$ cat config.mk
export PLATFORM = sky130hd
export DESIGN_NAME = prog_sequencer
export DESIGN_NICKNAME = d
export VERILOG_FILES = /design/src/rtl/prog_seq_pkg.sv /design/src/rtl/seq_cycle_counter.sv /design/src/rtl/prog_sequencer.sv
export SDC_FILE = /design/constraint.sdc
export NUM_CORES = 1
export LEC_CHECK = 0
export CAP_MARGIN = 20
export CORE_UTILIZATION = 56
export DETAILED_ROUTE_END_ITERATION = 8
export GPL_TIMING_DRIVEN = 0
export HOLD_SLACK_MARGIN = 0.02
export PLACE_DENSITY = 0.84
export SYNTH_ARGS = -nofsm -noshare
export SYNTH_HDL_FRONTEND = slang
export SYNTH_SLANG_ARGS = --single-unit
$ cat constraint.sdc
create_clock -name CLK -period 3.7 [get_ports CLK]
set_clock_uncertainty 0.2 [all_clocks]
set_input_delay 0.555 -clock CLK [delete_from_list [all_inputs] [get_ports CLK]]
set_output_delay 0.555 -clock CLK [all_outputs]
set_load 0.03 [all_outputs]
$ cat src/rtl/prog_seq_pkg.sv
// Shared types and constants for the program sequencer and its cycle counter.
// Program IDs double as the ProgState encoding seen by the fetch stage.
package prog_seq_pkg;

  typedef enum logic [1:0] {
    ST_IDLE   = 2'd0,
    ST_LOAD   = 2'd1,
    ST_RUN    = 2'd2,
    ST_FINISH = 2'd3
  } state_t;

  localparam logic [1:0] PROG_0    = 2'd0;
  localparam logic [1:0] PROG_1    = 2'd1;
  localparam logic [1:0] PROG_2    = 2'd2;
  localparam logic [1:0] PROG_NONE = 2'b11;

  localparam int CNT_W = 16;

  // A lone program request must name a real program; a RunAll request always does.
  function automatic logic start_valid(input logic run_all, input logic [1:0] sel);
    return run_all || (sel != PROG_NONE);
  endfunction

endpackage

$ cat src/rtl/seq_cycle_counter.sv
// Saturating RUN-cycle counter with synchronous clear and count enable.
// Clear has priority over enable; the count parks at all-ones.
module seq_cycle_counter
  import prog_seq_pkg::*;
(
  input  logic             clk,
  input  logic             rst_n,
  input  logic             clear,
  input  logic             enable,
  output logic [CNT_W-1:0] count
);

  always_ff @(posedge clk or negedge rst_n) begin
    if (!rst_n) begin
      count <= '0;
    end else if (clear) begin
      count <= '0;
    end else if (enable && (count != {CNT_W{1'b1}})) begin
      count <= count + 1'b1;
    end
  end

endmodule

$ cat src/rtl/prog_sequencer.sv
// Launches fetch-stage programs (one, or 0..2 back-to-back) and watches each for Halt or timeout.
// Outputs are registered from the next-state decode, so they line up with the state they describe.
module prog_sequencer
  import prog_seq_pkg::*;
#(
  parameter logic [15:0] MAX_CYCLES = 16'd1000
) (
  input  logic        CLK,
  input  logic        Init_n,
  input  logic        Start,
  input  logic        RunAll,
  input  logic [1:0]  ProgSel,
  input  logic        Halt,
  output logic        Init,
  output logic [1:0]  ProgState,
  output logic        Busy,
  output logic        Done,
  output logic        TimedOut,
  output logic [15:0] CycleCount,
  output logic [2:0]  ProgDoneMask
);

  state_t      state, state_nxt;
  logic [1:0]  prog, prog_nxt;
  logic        run_all, run_all_nxt;
  logic        first_run;
  logic        accept, halt_fin, tmo_fin;

  logic        init_nxt, busy_nxt, done_nxt, tmo_nxt;
  logic [1:0]  prog_state_nxt;
  logic [2:0]  mask_nxt;

  always_ff @(posedge CLK or negedge Init_n) begin
    if (!Init_n) begin
      state     <= ST_IDLE;
      prog      <= PROG_NONE;
      run_all   <= 1'b0;
      first_run <= 1'b0;
    end else begin
      state     <= state_nxt;
      prog      <= prog_nxt;
      run_all   <= run_all_nxt;
      first_run <= (state == ST_LOAD);
    end
  end

  always_comb begin
    state_nxt   = state;
    prog_nxt    = prog;
    run_all_nxt = run_all;
    accept      = 1'b0;
    halt_fin    = 1'b0;
    tmo_fin     = 1'b0;
    case (state)
      ST_IDLE: begin
        if (Start && start_valid(RunAll, ProgSel)) begin
          accept      = 1'b1;
          state_nxt   = ST_LOAD;
          prog_nxt    = RunAll ? PROG_0 : ProgSel;
          run_all_nxt = RunAll;
        end
      end
      ST_LOAD: state_nxt = ST_RUN;
      ST_RUN: begin
        // Halt seen alongside Init is stale from the previous program.
        if (Halt && !first_run) begin
          halt_fin  = 1'b1;
          state_nxt = ST_FINISH;
        end else if (CycleCount == (MAX_CYCLES - 16'd1)) begin
          tmo_fin   = 1'b1;
          state_nxt = ST_FINISH;
        end
      end
      ST_FINISH: begin
        if (run_all && (prog != PROG_2)) begin
          state_nxt = ST_LOAD;
          prog_nxt  = prog + 2'd1;
        end else begin
          state_nxt = ST_IDLE;
        end
      end
      default: state_nxt = ST_IDLE;
    endcase
  end

  always_comb begin
    init_nxt       = (state_nxt == ST_LOAD);
    busy_nxt       = (state_nxt != ST_IDLE);
    done_nxt       = (state_nxt == ST_FINISH);
    prog_state_nxt = (state_nxt == ST_IDLE) ? PROG_NONE : prog_nxt;
    tmo_nxt        = TimedOut;
    if (state_nxt == ST_LOAD) begin
      tmo_nxt = 1'b0;
    end else if (halt_fin || tmo_fin) begin
      tmo_nxt = tmo_fin;
    end
    mask_nxt = accept ? 3'b000 : ProgDoneMask;
    if (halt_fin) begin
      mask_nxt = mask_nxt | (3'b001 << prog);
    end
  end

  always_ff @(posedge CLK or negedge Init_n) begin
    if (!Init_n) begin
      Init         <= 1'b0;
      ProgState    <= PROG_NONE;
      Busy         <= 1'b0;
      Done         <= 1'b0;
      TimedOut     <= 1'b0;
      ProgDoneMask <= 3'b000;
    end else begin
      Init         <= init_nxt;
      ProgState    <= prog_state_nxt;
      Busy         <= busy_nxt;
      Done         <= done_nxt;
      TimedOut     <= tmo_nxt;
      ProgDoneMask <= mask_nxt;
    end
  end

  seq_cycle_counter u_cycle_counter (
    .clk    (CLK),
    .rst_n  (Init_n),
    .clear  (state_nxt == ST_LOAD),
    .enable (state_nxt == ST_RUN),
    .count  (CycleCount)
  );

endmodule
# After elaboration in Yosys (flattened, before gate mapping)
# Cells that the tools add are included.
# totals
ff_bits	31
out_inout_bits	25
inputBits	7
# classes
n_reduce_logical	13
n_eq_ne	10
mux	23
bitwise	1
add_sub_neg	2
shifts	1
# op_table
cell	n
$mux 16	2
$add 16x1->16 const B	1
$eq 16x10->1 const B	1
$ne 16x16->1 const B	1
$mux 2	7
$mux 1	10
$eq 2x2->1 const B	4
$pmux 2 s4	1
$mux 3	2
$reduce_bool 2->1	3
$eq 2x1->1 const B	2
$logic_and 1x1->1	4
$logic_not 2->1	2
$ne 2x2->1 const B	2
$pmux 2 s2	1
$or 3x3->3	1
$shl 1x2->3 const A	1
$add 2x1->2 const B	1
$logic_or 1x1->1	2
$reduce_and 2->1	1
$logic_not 1->1	1

# Logic depth before layout (Yosys ltp)
# Gate-level depths: netlist (run 1).
# logic_depth
word_depth	9
ltp_mapped	9
mapped_depth_nobuf	8

# By module
# Synthesis (run 1) repeated with hierarchy kept, for this count alone.
# unflattened
cells_unflattened	170
hier_area_um2	1732.9
# modules_own_cells
mod	n_inst	cells_each	area_per_inst_um2	seq_area_each_um2
seq_cycle_counter	1	98	942.2	400.4
prog_sequencer	1	72	790.8	380.4

# Worst setup path before layout (run 1)
# OpenSTA, ideal clock, no wires.
# synth_timing
path_kind	reg-to-reg
start	register u_cycle_counter.count[0]
end	register u_cycle_counter.count[14]
synth_period_minus_slack_ps	2268
arrival_ps	1974
path_stages_with_launch	9
path_slack_ps	1432
t_required_ps	3406
path_cell_list	dfrtp_1 ha_1 nor4bb_1 nand4_1 a31o_2 inv_2 buf_4 nor2_1 a211oi_1
# synth_between
elab_chain_cells	7
word_cells_on_any_way	12
# synth_lines
item	line	text
start, declared	seq_cycle_counter.sv:10	output logic [CNT_W-1:0] count
start signal, assigned	seq_cycle_counter.sv:19	count <= count + 1'b1;
$eq 16x10->1	prog_sequencer.sv:69	end else if (CycleCount == (MAX_CYCLES - 16'd1)) begin
$mux 2	prog_sequencer.sv:69	
$mux 2	prog_sequencer.sv:66	if (Halt && !first_run) begin
$pmux 2 s4	prog_sequencer.sv:54	case (state)
$eq 2x2->1	prog_sequencer.sv:125	.enable (state_nxt == ST_RUN),
$logic_and 1x1->1	seq_cycle_counter.sv:18	end else if (enable && (count != {CNT_W{1'b1}})) begin
$reduce_bool 2->1 (no source line)	n/a	
# Parallel ways exist; a longest one is shown, timed or not. The select of a mux whose other input is x is not followed.
# A chain may end at the register's enable or synchronous reset.

# Worst setup path after layout (run 1)
# layout_timing
start	register u_cycle_counter.count[0]
end	register u_cycle_counter.count[12]
# layout_between
word_cells_on_any_way	12
# layout_rtl
item	line	text
$eq 16x10->1 (*)	prog_sequencer.sv:69	
$mux 2 (*)	prog_sequencer.sv:69	
$mux 2 (*)	prog_sequencer.sv:66	
$pmux 2 s4 (*)	prog_sequencer.sv:54	
$eq 2x1->1 (*)	n/a	
named net init_nxt	prog_sequencer.sv:29	logic init_nxt, busy_nxt, done_nxt, tmo_nxt;
$mux 16 or $reduce_bool 2->1 (tied branches)	n/a	
# The timed path passes the listed nets; every way through them passes the cells marked *. The select of a mux whose other input is x is not followed.

==> results of run 1 <==
[final cells by class]
cell class                 count  area (sq um)
buffer                         9          42.5
inverter                      10          37.5
multi-input combinational    145           953
timing repair buffer          32           338
tap                           44          55.1
fill                         242           777
sequential                    31           781
clock buffer                   8          68.8
[state kept, by name, summed over array words and instances, names as in the netlist]
| register | count |
|---|---|
| Busy | 1 |
| Done | 1 |
| Init | 1 |
| ProgDoneMask | 3 |
| ProgState | 2 |
| TimedOut | 1 |
| first_run | 1 |
| prog | 2 |
| run_all | 1 |
| state | 2 |
| u_cycle_counter.count | 16 |
[kinds of logic (layout without fill, tap and decap cells)]
logic type                 Yosys count  after routing  share of synthesized area (%)
and+or+nand+nor                     84             84                           26.4
AOI/OAI and AO/OA                   51             51                           19.4
DFF                                 31             31                           43.0
adders and majority gates            8              8                           5.52
buffers and inverters               19             59                           4.41
muxes                                2              2                           1.17
[power by group through the flow]
stage	clock network (uW)	logic, uW	registers (uW)
6_report	232	1130	569
2_1_floorplan	0	582	711
5_1_grt	248	1230	585
3_3_place_gp	0	1090	565
4_1_cts	233	1120	568
3_5_place_dp	0	1120	573
[per-stage QoR]
step	hold WS, ns	setup WS [ns]	utilization [%]	area [sq um]
floorplan	0.0594	1.43	-	1810
global placement	0.288	1.03	71.4	2180
detailed placement	0.294	1.03	72.3	2210
CTS	0.317	1.20	74.5	2280
global route	0.324	1.03	74.5	2280
finish	0.314	1.18	74.5	2280
[placed cells by master, fill, tap and decap left out, types with 6 or more instances in the layout]
cell             netlist  routed
nand2_1               15      15
nor3_1                11      11
clkdlybuf4s50_1        0      31
ha_1                   8       8
nand3_1               10      10
o21ai_0                7       7
nor2_1                13      13
dfrtp_1               27      27
a21oi_1                7       7
inv_1                  8       8
a31oi_1                6       6
nor2b_1                7       7
[cells in the mapped netlist (all sizes together), types with 5 or more instances]
library cell and number:
buf 5, o311ai 7, ha 8, nand3 11, nor2b 7, o21ai 12
nor3 11, nor2 14, a31oi 6, a21oi 7, dfrtp 27, inv 9
nand2 15
[how the worst max path moves through the flow]
stage	startpoint	to	slack, ns	depth (start not counted)
final	u_cycle_counter.count[0]	u_cycle_counter.count[12]	1.18	7
after detailed placement	RunAll	u_cycle_counter.count[7]	1.03	8
after CTS	u_cycle_counter.count[1]	u_cycle_counter.count[12]	1.20	7
after global routing	u_cycle_counter.count[1]	u_cycle_counter.count[14]	1.03	8
after floorplan	u_cycle_counter.count[0]	u_cycle_counter.count[14]	1.43	8
after global placement	RunAll	u_cycle_counter.count[7]	1.03	8
[routing by layer]
| layer | up-vias | share of wire (%) | GRT usage, % |
|---|---|---|---|
| met3 | 14 | 6.2 | 5.93 |
| li1 | 817 | - | - |
| met2 | 84 | 48 | 50.0 |
| met1 | 830 | 43 | 38.5 |
| met5 | - | 0 | 0 |
| met4 | 0 | 2.8 | 14.6 |
==> impl_metrics.csv, run 1 <==
group,metric,value,unit
run_status,status,"finished, final reports clean",
drt,drt-initial-drc-count,97,
die,ios,32,
yosys,syn-num-nets,210,
placed_design,gp_congestion,0.944,
drt,routed_via_density,6.25,
placed_design,placedCellCount,271,
global_route,antenna_found_initial,0,
sta,finalCritPeriodShare,68.2,%
clock_network,clock_latency,0.34,ns
layout,nNetsFinal,249,
drt,wl_per_cell,16.7,um
yosys,synth_cells,195,
pwr,netSwitchingPower,968,uW
yosys,syn_avg_cell_area,9.30,sq um
pwr,pwr-share-clk,12.0,%
drt,drt_first_pass_iters,4,
setup_path,rr_endpoint,"u_cycle_counter.count[12]",
min_path,min_path_cells,1,
yosys,ys_types,51,
yosys,ys_ff_latch,31,
drt,vias,1745,
layout,stdcell_count,279,
setup_path,required,3.71,ns
pwr,comb_power_share,58.5,%
sta,rsz0062_at_grt,"no",
sta,hold_viol,0,
setup_path,r2r_setup_slack,1.18,ns
clock_network,post-cts-setup-buffers,0,
pwr,vdd_drop_max,502,uV
yosys,ys_top_cells_by_area,"dfrtp_1 37%, dfstp_2 5.8%, ha_1 5.5%",
sta,finalSetupViolations,0,
global_route,grt_pass1_vias,1682,
yosys,netlist_area,1810,sq um
placed_design,portBuffers,31,
layout,drive_gt1_share,11.5,%
global_route,overflow,0,
setup_path,timing.rr.start,"u_cycle_counter.count[0]",
sta,tns,0,ns
clock_network,ctsResizeCount,0,
die,die_w,58.9,um
global_route,grt.total_usage,30.5,%
setup_path,reg2reg_depth,7,
sta,max_slew_margin,48.2,%
min_path,hp-class,"register to register",
min_path,min_to,"ProgDoneMask[1]",
clock_network,cts.sinks,31,
global_route,grt_pass1_wl,7830,um
yosys,ys_warn_count,0,
sta,fmax,396,MHz
clock_network,clockBufferDepth,2,
placed_design,dp_hpwl,3370,um
yosys,yosysTopAreaCell,"dfrtp_1",
layout,diodes,0,
clock_network,holdBufCountCts,0,
clock_network,cts_buffers,5,
setup_path,arrival,2.53,ns
drt,routed_wl,4660,um
clock_network,clkTransAtPathRegs,0.11,ns
pwr,seqPwrFrac,29.5,%
flow_run,maxCapViolCount,0,
layout,area_growth_syn_to_layout,25.4,%
pwr,intPower,964,uW
clock_network,cts_root_buffer,"clkbuf_4",
setup_path,end_kind,"register",
clock_network,cts_tree,"done",
min_path,hp-start,"ProgDoneMask[1]",
setup_path,worst_path_dominant_cell_family,"simple AND/OR/NAND/NOR gates",
global_route,grt_max_degree,22,
setup_path,cp_slowest_cell,"dfrtp_1",
clock_network,h-tree-depth,2,
die,die_y,58.9,um
die,rows,20,
yosys,synthFlopType,"dfrtp_1",
setup_path,critical_path.n_buffers_inverters,1,
die,core_area,3050,sq um
setup_path,crit_fanout,10,
sta,tightest_slew,0.770,ns
die,die_area,3470,sq um
setup_path,start_kind,"register",
pwr,finalPower,1930,uW
sta,min_period,2.52,ns
die,start_util,59.4,%
pwr,sw_frac_of_total,50.1,%
sta,slew_violations,0,
setup_path,path_cells,"ha_1 > nor4bb_1 > nand4_1 > a31o_2 > buf_2 > nor2_2 > nor3_1",
drt,drtAntennaViolNets,0,
pwr,leakagePower,0.000880,uW
yosys,synthArstFlopShare,100,%
yosys,yosys.area.top_type_share,37.2,%
yosys,yosysSeqAreaShare,43.0,%
pwr,powerDensity,849,nW/um^2
yosys,synth_edf_count,0,
drt,drc,0,
setup_path,crit_type,"register to register",
setup_path,cp_slowest_stage_delay,0.48,ns
Power figures use the tool's default switching activity.
==> run 2: changes to the inputs <==
--- a/config.mk
+++ b/config.mk
@@ -6,11 +6,11 @@
 export NUM_CORES = 1
 export LEC_CHECK = 0
 export CAP_MARGIN = 20
-export CORE_UTILIZATION = 56
+export CORE_UTILIZATION = 47
 export DETAILED_ROUTE_END_ITERATION = 8
 export GPL_TIMING_DRIVEN = 0
 export HOLD_SLACK_MARGIN = 0.02
-export PLACE_DENSITY = 0.84
+export PLACE_DENSITY = 0.75
 export SYNTH_ARGS = -nofsm -noshare
 export SYNTH_HDL_FRONTEND = slang
 export SYNTH_SLANG_ARGS = --single-unit
==> constraint.sdc (replaced) <==
create_clock -name CLK -period 2.07 [get_ports CLK]
set_clock_uncertainty 0.2 [all_clocks]
set_input_delay 0.3105 -clock CLK [delete_from_list [all_inputs] [get_ports CLK]]
set_output_delay 0.3105 -clock CLK [all_outputs]
set_load 0.03 [all_outputs]
==> run 2 against run 1 <==
  * Combinational power increased by 130%
  * Maximum frequency rose by 22%
  * Count of clock-buffer cells in the layout fell by 1
  * Via count up 3.3%
  * Sequential power grew 81%
  * Non-clock buffer count up 9
  * Routed wire length rose by 7.2%
  * Sequential share of layout area is 3.9 points lower
  * Sequential cell count unchanged
  * Utilization shrank 3.4 points
  * Critical path depth increased by 1
  * First-iteration DRC count down 31%
==> impl_metrics.csv, run 2 (same netlist as run 1, synthesis figures left out) <==
group,metric,value,unit
drt,drtAntennaViolNets,0,
layout,diodes,0,
drt,wl_per_cell,17.1,um
min_path,min_to,"run_all",
die,die_area,4110,sq um
clock_network,clockBufferDepth,2,
setup_path,reg2reg_depth,8,
sta,min_period,2.07,ns
layout,multiInputGateArea,1170,sq um
setup_path,end_kind,"register",
sta,max_slew_margin,55.4,%
setup_path,required,2.03,ns
drt,drt-initial-drc-count,67,
die,die_w,64.1,um
setup_path,rr_endpoint,"u_cycle_counter.count[9]",
layout,largest_reg_flops,16,
drt,drt_first_pass_iters,4,
pwr,seqPwrFrac,25.6,%
drt,vias,1802,
placed_design,pre_cts_ws,-0.431,ns
sta,finalCritPeriodShare,99.8,%
die,start_util,49.2,%
clock_network,cts_buffers,5,
die,ios,32,
sta,fin_ws,0.00423,ns
pwr,netSwitchingPower,1950,uW
layout,top_register,"u_cycle_counter.count",
flow_run,maxCapViolCount,0,
drt,drc,0,
pwr,pwr-share-clk,11.4,%
setup_path,crit_fanout,9,
pwr,leakagePower,0.00100,uW
placed_design,dp_hpwl,3230,um
layout,area_growth_syn_to_layout,44.7,%
min_path,hp-class,"input pin to register",
setup_path,r2r_setup_slack,0.004,ns
layout,top_regs,"u_cycle_counter.count: 16 flops, ProgDoneMask: 3 flops",
pwr,sw_frac_of_total,48.4,%
die,die_y,64.1,um
drt,routed_via_density,6.17,
min_path,hp-start,"RunAll",
layout,nNetsFinal,258,
pwr,intPower,2090,uW
pwr,comb_power_share,63.0,%
layout,n_fill_cell,287,
setup_path,crit_top_cell,"buf_4",
clock_network,cts_root_buffer,"clkbuf_8",
global_route,grt_max_degree,22,
run_status,status,"finished, final reports clean",
pwr,vdd_drop_max,839,uV
global_route,overflow,0,
clock_network,clkTransAtPathRegs,0.06,ns
placed_design,gp_congestion,0.882,
layout,fin_area,2630,sq um
placed_design,placed_cell_area,2240,sq um
setup_path,arrival,2.03,ns
placed_design,portBuffers,31,
setup_path,cp_slowest_cell,"dfrtp_2",
global_route,grt_pass1_wl,7670,um
layout,drive_gt1_share,32.0,%
pwr,powerDensity,1540,nW/um^2
setup_path,crit_type,"register to register",
layout,final_common_cell,"clkdlybuf4s50_1",
clock_network,cts_tree,"done",
clock_network,h-tree-depth,2,
setup_path,start_kind,"register",
setup_path,timing.rr.start,"u_cycle_counter.count[7]",
global_route,grt.total_usage,24.9,%
sta,fmax,484,MHz
setup_path,path_cells,"buf_4 > and4_4 > nand4_1 > a31o_4 > inv_6 > buf_4 > nor4_1 > o22ai_1",
layout,ff_latch_area,797,sq um
clock_network,cts.sinks,31,
sta,hold_viol,0,
sta,finalSetupViolations,0,
min_path,min_path_cells,2,
sta,rsz0062_at_grt,"yes",
global_route,antenna_found_initial,0,
layout,layout_common_cells,"28 x clkdlybuf4s50_1, 15 x nand2_1, 14 x dfrtp_1",
clock_network,clock_latency,0.29,ns
global_route,grt_pass1_vias,1652,
setup_path,cp_slowest_stage_delay,0.40,ns
die,rows,22,
die,core_area,3690,sq um
drt,routed_wl,5000,um
sta,tightest_slew,0.667,ns
sta,slew_violations,0,
## run 2: changes by cell type in the layout (fill, tap and decap cells not counted), moves of 3 or more
| cell | delta |
|---|---|
| inv_1 | -3 |
| o311ai_2 | +3 |
| o21ai_0 | -3 |
| ha_1 | -5 |
| buf_4 | +11 |
| ha_4 | +4 |
| clkdlybuf4s50_1 | -3 |
| buf_2 | -3 |
| clkbuf_8 | +3 |
| clkbuf_4 | -5 |
| dfrtp_2 | +13 |
| dfrtp_1 | -13 |
## run 2: critical path: cells and delay by family (launching register included)
kind | cells | cell delay, ns
simple gates | 3 | 0.63
buf+inv | 3 | 0.36
compound gates | 2 | 0.33
flops | 1 | 0.40
## run 2: power by group through the flow
stage               sequential (uW)  combinational, uW  clock [uW]
finish                         1030               2550         461
CTS                            1020               2260         469
global placement               1030               1970           0
floorplan                      1290               1050           0
global route                   1060               2710         496
detailed placement             1040               1990           0
## run 2: stage by stage
stage                     hold slack [ns]  TNS, ns  total power, uW  std cells  utilization (%)
final                               0.147        0             4040        292             71.2
after global placement              0.286    -7.42             3000        274             60.0
after detailed placement            0.294    -5.19             3030        275             60.8
after CTS                           0.233   -0.311             3740        288             66.4
after global routing                0.165    -1.01             4270        292             71.2
after floorplan                    -0.185  -0.0162             2340        195                -
## run 2: what timing repair did
action,4_1_cts,5_1_grt
pin swaps,4,11
endpoints found under the setup margin,23,23
gates cloned,1,0
setup buffers,4,4
gates resized for setup,23,36
hold buffers,0,0
## run 2: area by class of cell
cell class | instances | area share, %
plain buffers | 9 | 2.29
clock buffers | 7 | 2.91
clock inverters | 1 | 0.191
inverters | 10 | 1.67
multi-input cells | 145 | 44.8
flip-flops and latches | 31 | 30.4
well taps | 48 | 2.29
repair buffers | 41 | 15.5
## run 2: per-layer routing
layer	up-vias	global-route usage, %	wire length [um]
met1	884	31.2	2050
met3	14	7.68	379
met2	78	39.4	2430
li1	826	-	-
met4	0	11.4	141
met5	-	0	0
## run 2: how the worst max path moves through the flow
stage | startpoint | end | cells after the start
3_3_place_gp | RunAll | u_cycle_counter.count[7] | 8
4_1_cts | state[1] | u_cycle_counter.count[7] | 9
3_5_place_dp | RunAll | u_cycle_counter.count[7] | 8
6_report | u_cycle_counter.count[7] | u_cycle_counter.count[9] | 8
5_1_grt | u_cycle_counter.count[4] | u_cycle_counter.count[14] | 7
2_1_floorplan | u_cycle_counter.count[0] | u_cycle_counter.count[14] | 8
==> run 3: changes to the inputs <==
--- a/config.mk
+++ b/config.mk
@@ -6,6 +6,7 @@
 export NUM_CORES = 1
 export LEC_CHECK = 0
 export CAP_MARGIN = 20
+export CORE_ASPECT_RATIO = 0.7
 export CORE_UTILIZATION = 47
 export DETAILED_ROUTE_END_ITERATION = 8
 export GPL_TIMING_DRIVEN = 0
==> run 3 against run 2 <==
  * The flow now finishes with violations (negative setup slack)
  * Combinational power rose by 17%
  * Largest cell class unchanged
  * Worst setup slack got worse by 0.099 ns
  * Maximum frequency fell by 4.6%
  * Sequential cell count did not move
  * Final area rose by 9.0%
  * Non-clock buffer count rose by 18
  * Final cell count rose by 6.8%
  * Die area barely moved
  * Critical path depth fell by 1
  * Via count rose by 8.5%
==> impl_metrics.csv, run 3 (same netlist as run 1, synthesis figures left out) <==
group,metric,value,unit
placed_design,portBuffers,31,
global_route,grt_max_degree,18,
drt,drtAntennaViolNets,0,
clock_network,h-tree-depth,2,
die,start_util,50.3,%
placed_design,gp_congestion,0.929,
global_route,grt.total_usage,28.1,%
layout,nNetsFinal,276,
sta,tns,-0.735,ns
clock_network,cts_buffers,5,
setup_path,r2r_setup_slack,-0.1,ns
drt,vias,1956,
setup_path,reg2reg_depth,7,
sta,tightest_slew,0.791,ns
drt,drt_first_pass_iters,5,
layout,largest_reg_flops,16,
sta,max_slew_margin,47.1,%
layout,drive_gt1_share,38.9,%
layout,multiInputGateArea,1210,sq um
clock_network,holdBufCountCts,0,
min_path,hp-class,"input pin to register",
drt,drt-initial-drc-count,153,
sta,whs,0.152,ns
flow_run,maxCapViolCount,0,
layout,ff_latch_area,797,sq um
setup_path,critPathLaunch,"u_cycle_counter.count[2]",
die,die_y,54.0,um
min_path,min_to,"run_all",
pwr,powerDensity,1620,nW/um^2
layout,final_common_cell,"buf_4",
die,core_area,3600,sq um
drt,routed_via_density,6.27,
setup_path,cp_slowest_stage_delay,0.39,ns
clock_network,cts_root_buffer,"clkbuf_8",
pwr,vdd_drop_max,1410,uV
clock_network,clkTransAtPathRegs,0.07,ns
clock_network,clockBufferDepth,2,
clock_network,cts_tree,"done",
sta,min_period,2.17,ns
layout,area_growth_syn_to_layout,57.7,%
sta,fmax,462,MHz
min_path,min_path_cells,2,
setup_path,arrival,2.15,ns
clock_network,clock_latency,0.30,ns
setup_path,required,2.05,ns
placed_design,dp_hpwl,3440,um
drt,drc,0,
setup_path,crit_fanout,10,
die,rows,18,
global_route,grt_pass1_wl,8570,um
sta,hold_viol,0,
setup_path,end_kind,"register",
die,die_w,76.3,um
global_route,antenna_found_initial,0,
setup_path,rr_endpoint,"u_cycle_counter.count[10]",
layout,top_register,"u_cycle_counter.count",
setup_path,timing.rr.start,"u_cycle_counter.count[2]",
layout,n_fill_cell,213,
layout,diodes,0,
setup_path,path_cells,"buf_4 > nor4bb_4 > nand4_1 > a31o_4 > buf_6 > a31oi_1 > nor3_1",
setup_path,crit_type,"register to register",
setup_path,cp_slowest_cell,"dfrtp_2",
die,die_area,4120,sq um
sta,finalSetupViolations,17,
layout,layout_common_cells,"28 x buf_4, 26 x clkdlybuf4s50_1, 15 x nand2_1",
global_route,grt_pass1_vias,1689,
sta,rsz0062_at_grt,"yes",
sta,fin_ws,-0.0951,ns
pwr,leakagePower,0.00116,uW
layout,top_regs,"u_cycle_counter.count: 16 flops, ProgDoneMask: 3 flops",
setup_path,start_kind,"register",
drt,routed_wl,6060,um
drt,wl_per_cell,19.4,um
sta,slew_violations,0,
sta,finalCritPeriodShare,105,%
clock_network,cts.sinks,31,
min_path,hp-start,"RunAll",
run_status,violations,"negative setup slack",
run_status,status,"finished with violations",
global_route,overflow,0,
die,ios,32,
## run 3: routing by layer
| metal | global-route usage [%] | wire (um) | vias up |
|---|---|---|---|
| met2 | 41.7 | 2670 | 110 |
| met5 | 0 | 0 | - |
| li1 | - | - | 867 |
| met3 | 6.78 | 470 | 24 |
| met1 | 39.3 | 2760 | 955 |
| met4 | 12.5 | 164 | 0 |
## run 3: worst max-delay path, delay by kind of cell (launching register included)
| kind | cells | cell delay, ns |
|---|---|---|
| AOI/OAI and AO/OA | 2 | 0.53 |
| buffers and inverters | 2 | 0.31 |
| DFF | 1 | 0.39 |
| and+or+nand+nor | 3 | 0.62 |
## run 3: worst max-delay path by stage
stage	endpoint	slack, ns
after CTS	u_cycle_counter.count[14]	-0.03
final	u_cycle_counter.count[10]	-0.1
after detailed placement	u_cycle_counter.count[7]	-0.38
after global placement	u_cycle_counter.count[7]	-0.33
after floorplan	u_cycle_counter.count[14]	-0.02
after global routing	u_cycle_counter.count[14]	-0.18
## run 3: timing repair
item,4_1_cts,5_1_grt
pin swaps,4,13
hold endpoints to repair,0,0
setup endpoints to repair,24,23
gates resized for setup,35,39
cloned,1,0
setup buffers,8,19
## run 3: cell type report
type / count / area share (%)
multi-input cells: 145 / 42.4
flip-flops and latches: 31 / 27.9
repair buffers: 60 / 19.9
clock buffers: 6 / 2.89
well taps: 50 / 2.19
plain buffers: 8 / 2.06
inverters: 10 / 1.53
clock inverters: 2 / 1.22
## run 3: through the flow
step,utilization (%),total power (uW),cells,setup WS [ns],instance area (sq um)
2_1_floorplan,-,2340,195,-0.0162,1840
3_3_place_gp,61.5,3020,276,-0.335,2220
3_5_place_dp,62.3,3050,277,-0.383,2240
4_1_cts,70.8,4040,294,-0.0265,2550
5_1_grt,79.4,4840,312,-0.180,2860
6_report,79.4,4640,312,-0.0951,2860
## run 3: power breakdown
part | switching [uW] | internal [uW] | total (uW)
clock | 233 | 389 | 622
sequential | 197 | 847 | 1040
combinational | 1770 | 1210 | 2980
total | 2200 | 2440 | 4640
